## src/rtl/master_port.sv

```systemverilog
// master_port: requests the shared bus, shifts out address/write data LSB-first, and collects serial read data.
module master_port #(
    parameter int ADDR_WIDTH = 14,
    parameter int DATA_WIDTH = 8,
    parameter int TIMEOUT    = 64
) (
    input  logic                  i_clk,
    input  logic                  i_reset,
    input  logic                  i_enable,
    input  logic                  i_read_en,
    input  logic [ADDR_WIDTH-1:0] i_addr_in,
    input  logic [DATA_WIDTH-1:0] i_data_in,
    input  logic                  i_bus_grant,
    input  logic                  i_bus_in,
    input  logic                  i_bus_in_valid,
    output logic                  o_bus_req,
    output logic                  o_bus_out,
    output logic                  o_bus_out_valid,
    output logic                  o_bus_mode,
    output logic [DATA_WIDTH-1:0] o_data_out,
    output logic                  o_done,
    output logic                  o_error,
    output logic                  o_busy
);
    localparam int CW = $clog2(ADDR_WIDTH > DATA_WIDTH ? ADDR_WIDTH : DATA_WIDTH);
    localparam int TW = $clog2(TIMEOUT);

    typedef enum logic [2:0] {IDLE, REQ, ADDR, WDATA, RDATA, DONE} state_t;

    state_t                r_state, w_state_nx;
    logic [ADDR_WIDTH-1:0] r_addr, w_addr_sh;
    logic [DATA_WIDTH-1:0] r_data, w_data_sh, r_shadow, w_shadow_nx;
    logic                  r_mode, w_mode, w_err_nx, w_commit, w_active, w_bit;
    logic [CW-1:0]         r_cnt, w_cnt_nx;
    logic [TW-1:0]         r_tcnt, w_tcnt_nx;

    always_comb begin
        w_state_nx  = r_state;
        w_cnt_nx    = r_cnt;
        w_tcnt_nx   = r_tcnt;
        w_shadow_nx = r_shadow;
        w_err_nx    = 1'b0;
        w_commit    = 1'b0;
        case (r_state)
            IDLE: if (i_enable) w_state_nx = REQ;
            REQ: if (i_bus_grant) begin
                w_state_nx = ADDR;
                w_cnt_nx   = '0;
            end
            ADDR: if (!i_bus_grant) begin
                w_state_nx = DONE;
                w_err_nx   = 1'b1;
            end else if (r_cnt == CW'(ADDR_WIDTH - 1)) begin
                w_state_nx  = r_mode ? RDATA : WDATA;
                w_cnt_nx    = '0;
                w_tcnt_nx   = '0;
                w_shadow_nx = '0;
            end else w_cnt_nx = r_cnt + 1'b1;
            WDATA: if (!i_bus_grant) begin
                w_state_nx = DONE;
                w_err_nx   = 1'b1;
            end else if (r_cnt == CW'(DATA_WIDTH - 1)) w_state_nx = DONE;
            else w_cnt_nx = r_cnt + 1'b1;
            RDATA: begin
                w_tcnt_nx = r_tcnt + 1'b1;
                if (!i_bus_grant) begin
                    w_state_nx = DONE;
                    w_err_nx   = 1'b1;
                end else if (i_bus_in_valid && r_cnt == CW'(DATA_WIDTH - 1)) begin
                    w_shadow_nx = r_shadow | (DATA_WIDTH'(i_bus_in) << r_cnt);
                    w_commit    = 1'b1;
                    w_state_nx  = DONE;
                end else if (r_tcnt == TW'(TIMEOUT - 1)) begin
                    w_state_nx = DONE;
                    w_err_nx   = 1'b1;
                end else if (i_bus_in_valid) begin
                    w_shadow_nx = r_shadow | (DATA_WIDTH'(i_bus_in) << r_cnt);
                    w_cnt_nx    = r_cnt + 1'b1;
                end
            end
            default: w_state_nx = IDLE;
        endcase
    end

    // Outputs are registered from the next-state values so they line up with the state they describe.
    assign w_addr_sh = r_addr >> w_cnt_nx;
    assign w_data_sh = r_data >> w_cnt_nx;
    assign w_active  = w_state_nx inside {REQ, ADDR, WDATA, RDATA};
    assign w_mode    = (r_state == IDLE) ? i_read_en : r_mode;
    assign w_bit     = (w_state_nx == ADDR) ? w_addr_sh[0] : (w_state_nx == WDATA) ? w_data_sh[0] : 1'b0;

    always_ff @(posedge i_clk) begin
        if (i_reset) begin
            r_state         <= IDLE;
            r_addr          <= '0;
            r_data          <= '0;
            r_mode          <= 1'b0;
            r_shadow        <= '0;
            r_cnt           <= '0;
            r_tcnt          <= '0;
            o_bus_req       <= 1'b0;
            o_bus_out       <= 1'b0;
            o_bus_out_valid <= 1'b0;
            o_bus_mode      <= 1'b0;
            o_data_out      <= '0;
            o_done          <= 1'b0;
            o_error         <= 1'b0;
            o_busy          <= 1'b0;
        end else begin
            r_state  <= w_state_nx;
            r_cnt    <= w_cnt_nx;
            r_tcnt   <= w_tcnt_nx;
            r_shadow <= w_shadow_nx;
            if (r_state == IDLE && i_enable) begin
                r_addr <= i_addr_in;
                r_data <= i_data_in;
                r_mode <= i_read_en;
            end
            if (w_commit) o_data_out <= w_shadow_nx;
            o_busy          <= w_state_nx != IDLE;
            o_bus_req       <= w_active;
            o_bus_mode      <= w_active & w_mode;
            o_bus_out_valid <= w_state_nx inside {ADDR, WDATA};
            o_bus_out       <= w_bit;
            o_done          <= w_state_nx == DONE;
            o_error         <= w_err_nx;
        end
    end
endmodule

```

## config.mk

```make
export PLATFORM = sky130hd
export DESIGN_NAME = master_port
export DESIGN_NICKNAME = d
export VERILOG_FILES = /design/src/rtl/master_port.sv
export SDC_FILE = /design/constraint.sdc
export NUM_CORES = 1
export LEC_CHECK = 0
export CAP_MARGIN = 5
export CELL_PAD_IN_SITES_DETAIL_PLACEMENT = 0
export CELL_PAD_IN_SITES_GLOBAL_PLACEMENT = 2
export CORE_MARGIN = 10
export CORE_UTILIZATION = 27
export CTS_CLUSTER_DIAMETER = 40
export DETAILED_ROUTE_END_ITERATION = 10
export PLACE_DENSITY = 0.72
export SLEW_MARGIN = 30
export SYNTH_ARGS = -nofsm -noshare
export SYNTH_HDL_FRONTEND = slang
export SYNTH_SLANG_ARGS = --single-unit
```

## constraint.sdc

```tcl
create_clock -name i_clk -period 3.83 [get_ports i_clk]
set_clock_uncertainty 0.15 [all_clocks]
set_input_delay 1.149 -clock i_clk [delete_from_list [all_inputs] [get_ports i_clk]]
set_output_delay 1.149 -clock i_clk [all_outputs]
set_load 0.05 [all_outputs]
```

==> results of run 1 <==
==> path summary, 6_finish.rpt <==
path | start | endpoint | slack [ns] | cells after the start
hold reg to reg | r_addr[9] | r_addr[9] | 0.30 | 2
hold / removal | r_addr[9] | r_addr[9] | 0.30 | 2
setup reg to reg | r_cnt[0] | o_bus_out | 0.77 | 8
setup / recovery | i_bus_grant | o_bus_out | 0.44 | 9
==> critical path: cells and delay by family <==
kind            cells  cell delay, ns
mux                 1            0.54
buf+inv             1            0.52
compound gates      6            1.04
simple gates        1            0.21
==> metal layers <==
metal | up-vias | routed length [µm] | track usage, %
met3 | 16 | 458 | 3.81
met2 | 72 | 3260 | 15.3
met4 | 0 | 193 | 5.38
met1 | 1173 | 3850 | 13.7
li1 | 1363 | - | -
met5 | - | 0 | 0
==> where the power goes <==
group          switching [mW]  total (mW)  internal, mW
logic                   0.113       0.202        0.0881
clock network           0.268       0.638         0.370
registers              0.0252       0.664         0.639
total                   0.406        1.50          1.10
==> flip-flops by register name, indices dropped and copies added, names as in the netlist <==
name             flops
r_shadow             8
r_data               8
o_done               1
o_busy               1
o_error              1
o_bus_req            1
o_bus_out_valid      1
r_state              3
o_bus_out            1
r_mode               1
o_bus_mode           1
r_addr              14
o_data_out           8
r_tcnt               6
r_cnt                4
==> layout by cell type, fill, tap and decap left out, types with 8 or more instances in the layout <==
cell type / synthesis / layout
a211oi_1: 11 / 11
a21oi_1: 36 / 36
a31oi_1: 8 / 8
buf_4: 2 / 11
clkbuf_8: 0 / 9
clkdlybuf4s50_1: 0 / 42
dfxtp_1: 59 / 59
inv_1: 8 / 8
mux2i_1: 11 / 11
nand2_1: 65 / 65
nand3_1: 9 / 9
nor2_1: 36 / 36
nor2b_1: 8 / 8
nor3_1: 9 / 9
==> layout make-up <==
class	instances	area [µm²]
fillers	1117	6660
multi-input cells	269	1530
flip-flops and latches	59	1180
repair buffers	55	528
well taps	136	170
clock buffers	9	124
clock inverters	7	100
inverters	9	33.8
==> kinds of logic after synthesis <==
kind of cell,synth area share [%]
mux,4.65
simple gates,25.7
compound gates,20.4
fa+ha+maj,1.32
buf+inv,4.96
xor+xnor,1.54
flops,41.4
==> per-stage QoR <==
stage          cell area [µm²]  setup slack [ns]  cells  hold WS (ns)
2_1_floorplan             2850             0.638    360         0.283
3_3_place_gp              3440             0.148    528         0.294
3_5_place_dp              3440            0.0640    528         0.298
4_1_cts                   3670             0.429    544         0.307
5_1_grt                   3670             0.235    544         0.334
6_report                  3670             0.444    544         0.303
==> key figures, run 1 <==
Floorplan
  – Core Rows: 37
  – Full die area: ~0.015 mm²
  – CORE AREA: 0.0103 mm²
  – Die height: between 100 and 150 µm
  – Die width: 123 µm
  – Starting Density: between 20% and 30%
  – I/O pins: 44

Finish
  – Fin nets: approximately 440
  – Ant diodes: 0
  – Synth-to-Final Area Change: 28.6%
  – Layout cells sized above 1: 8.58%
  – Final core utilization: about 36%

Clock tree
  – Clock Tree Buf Depth: 2
  – # Post-CTS Setup Buffers: 0
  – Worst skew pair latency: between 0.3 and 0.4 ns
  – CTS tree: done
  – Root Driver: clkbuf_8
  – CTS hold repair buffers: 0
  – CTS H-Tree Depth: 3
  – CTS Sinks: a little under 60
  – Cts repair resizes: 0
  – Clock-pin slew on the worst setup and hold paths: around 0.080 ns
  – Total CTS buffers: 9

Yosys
  – EDFF count, synth: 0
  – Post-synth top cells: 65 x nand2_1, 59 x dfxtp_1, 36 x a21oi_1, 36 x nor2_1, 15 x clkbuf_1
  – Async SR Flop Fraction: 0%
  – Sequential fraction of the synthesis area: between 40% and 50%
  – Synthesized flop and latch total: between 50 and 60
  – Synth Flop Type: dfxtp_1
  – Main area contributors after synthesis: dfxtp_1 41%, nand2_1 8.6%, a21oi_1 6.3%, nor2_1 4.7%, mux2i_1 3.9%
  – Mapped Cells: 360
  – Syn nets: 392
  – Count leader, synth: nand2_1
  – Yosys top cell area share: between 40% and 50%
  – Netlist cell types: 49
  – Avg Cell Area, Syn: 7.92 µm²
  – Yosys top cell by area: dfxtp_1
  – Mapped Area: roughly 0.0029 mm²
  – Number of synthesis warnings: 0

Global route
  – Largest net degree at the start of global routing: between 50 and 60
  – Global-route wire length before repair: between 10,000 and 15,000 µm
  – Grt total ovfl: 0
  – GRT Overall Usage: a little over a tenth
  – Number of global-route vias before repair: about 2.6k
  – Initial antenna violation count: 0

STA
  – Min Tclk post-route: ~3.4 ns
  – Unrepaired setup endpoints after global routing: false
  – Max_slew headroom: 48.7%
  – Setup TNS Final: 0 ns
  – Hold Fails Final Rpt: 0
  – Measured slew at the worst slew-check pin: 0.767 ns
  – Max Slew Vio Count: 0
  – Final period util: roughly nine tenths
  – Final setup fails: 0
  – Max Fclk: 295 MHz

Power
  – VDD IR-drop max: 150 µV
  – Design Power: 1.50 mW
  – Static Leakage: about 1.3 nW
  – Power Density: 410 mW/mm²

Run
  – Max-Cap Viols: 0

Worst setup path
  – CP required: roughly 3.9 ns
  – Type of origin of the critical path: input pin
  – Worst-path fanout max: 7
  – Crit-path cells: clkdlybuf4s50_1 -> nand2b_1 -> a211oi_1 -> a211o_1 -> o21a_1 -> o32a_1 -> mux4_2 -> o211ai_2 -> o211ai_1
  – Slowest-stage cell, CP: mux4_2
  – Arrival time worst endpoint: 3.46 ns
  – Max stage delay on crit path: around 0.54 ns
  – CP endpoint kind: flip-flop
  – Critical path class: input pin to flip-flop

Route
  – WL/cell: roughly 14 µm
  – Drt drc: 0
  – Drt pass-1 iters: 4
  – Drt total wl: about 7800 µm
  – Vias: approximately 2.6k
  – Routed Antenna Nets: 0
  – DR iter-0 viols: 181
  – DR vias/cell: about 4.8

Placement
  – IO Port Bufs: 43
  – GPL Wtd Cong: around 0.85
  – Dpl hpwl: 5640 µm

Run status
  – Status: finished, final reports clean

Min path
  – HP Class: flip-flop to flip-flop
Power figures use the tool's default switching activity.
==> run 2: changes to the inputs <==
--- a/config.mk
+++ b/config.mk
@@ -12,6 +12,7 @@
 export CORE_UTILIZATION = 27
 export CTS_CLUSTER_DIAMETER = 40
 export DETAILED_ROUTE_END_ITERATION = 10
+export GPL_TIMING_DRIVEN = 1
 export PLACE_DENSITY = 0.72
 export SLEW_MARGIN = 30
 export SYNTH_ARGS = -nofsm -noshare
==> results of run 2 <==
Final layout, timing and power as in run 1 (identical DEF).
==> RTL edit (flow settings as in run 2) <==
Set the parameter `TIMEOUT` to 128 (it was 64).
--- a/src/rtl/master_port.sv
+++ b/src/rtl/master_port.sv
@@ -3,5 +3,5 @@
     parameter int ADDR_WIDTH = 14,
     parameter int DATA_WIDTH = 8,
-    parameter int TIMEOUT    = 64
+    parameter int TIMEOUT    = 128
 ) (
     input  logic                  i_clk,
Function: no difference found for any inputs over 10 cycles, from zero or initial values and one cycle with i_reset high; that may be too few to reach the edited logic, so the function may still have changed.
==> RTL edit against run 2 <==
Global-route usage is 0.54 points lower. Sequential cell count is 1 higher. Cell area is 1.5% lower. Clock power is 12% lower. Total power is 6.4% lower. Fmax is 5.8% higher. Core utilization is 0.83 points lower. Combinational power is 14% lower. Wire length is 4.9% lower. Worst setup slack better by 190 ps. Synthesized area is 1.6% higher. Critical endpoint unchanged. Largest cell class unchanged.
==> RTL edit: results (changes against run 2) <==
- Number of filler cells placed in the layout: 1,137 (+1.8%)
- Overall fraction of global-route tracks in use: 10.1% (-0.54 points)
- End of the worst hold path: r_data[4]$_SDFFE_PP0P_
- Critical Path Source: i_bus_in_valid
- Met3 Resource Use GR: 3.71% (-0.10 points)
- Data arrival time at the worst-slack endpoint: 3270 ps (-190 ps)
- Area of the multi-input gates: 1560 sq um (+1.8%)
- Largest incremental delay on the critical path: 520 ps (-20 ps)
- Post-synth top cells: sky130_fd_sc_hd__nand2_1 (62), sky130_fd_sc_hd__dfxtp_1 (60), sky130_fd_sc_hd__nor2_1 (36)
- Outcome: completed
- Routing usage on met2: 14.2% (-1.1 points)
- Synth Cell Area: 2900 sq um (+1.6%)
- Avg WL per Cell: 14.0 um (-1.4%)
- Worst reg-to-reg setup slack: 1040 ps (+270 ps)
- Leakage power of the design: 1.21 nW (-4.7%)
- Non-clock inverters: 6 (-3)
- Maximum resistive drop on vdd: 0.141 mV (-6.2%)
- Slowest cell on the critical path: sky130_fd_sc_hd__clkdlybuf4s50_1
- Area share of buffers outside the clock network: 13.0% (-1.4 points)
- FF+latch area: 1200 sq um (+1.7%)
- Synth top area cells: sky130_fd_sc_hd__dfxtp_1 (41%), sky130_fd_sc_hd__nand2_1 (8.0%), sky130_fd_sc_hd__a21oi_1 (6.0%)
- Proportion of layout cells with a drive suffix above 1: 10.8% (+2.2 points)
- Total number of vias: 2,450 (-6.6%)
- Register fraction of the total cell area: 33.2% (+1.0 points)
- GR Util met1: 13.7% (+0.038 points)
## RTL edit: worst register-to-register path: cells and delay by family, from the launching register on
family,cells,cell delay [ps]
multiplexers,2,560
AND/OR/NAND/NOR,3,730
adder cells (fa/ha/maj),1,340
AO/OA/AOI/OAI,3,360
flip-flops,1,540
## RTL edit: stage by stage
stage	std cells	worst slack, ps	hold WS (ps)
after global routing	525	495	328
after detailed placement	509	271	298
after floorplan	345	1030	286
after global placement	509	323	299
after CTS	525	645	308
final	525	631	306
## RTL edit: kinds of logic (layout without fill, tap and decap cells)
kind of cell	Yosys count	after routing	synth area share, %
simple gates	151	151	24.9
mux	9	9	3.54
xor+xnor	4	4	1.21
flops	60	60	41.4
fa+ha+maj	3	3	1.29
compound gates	91	91	22.7
buf+inv	27	71	4.83
## RTL edit: where the power goes
group	internal (mW)	switching, mW	leakage, nW
Combinational	0.0769	0.0958	0.624
Sequential	0.649	0.0219	0.488
Clock	0.300	0.264	0.0927
Total	1.03	0.382	1.21
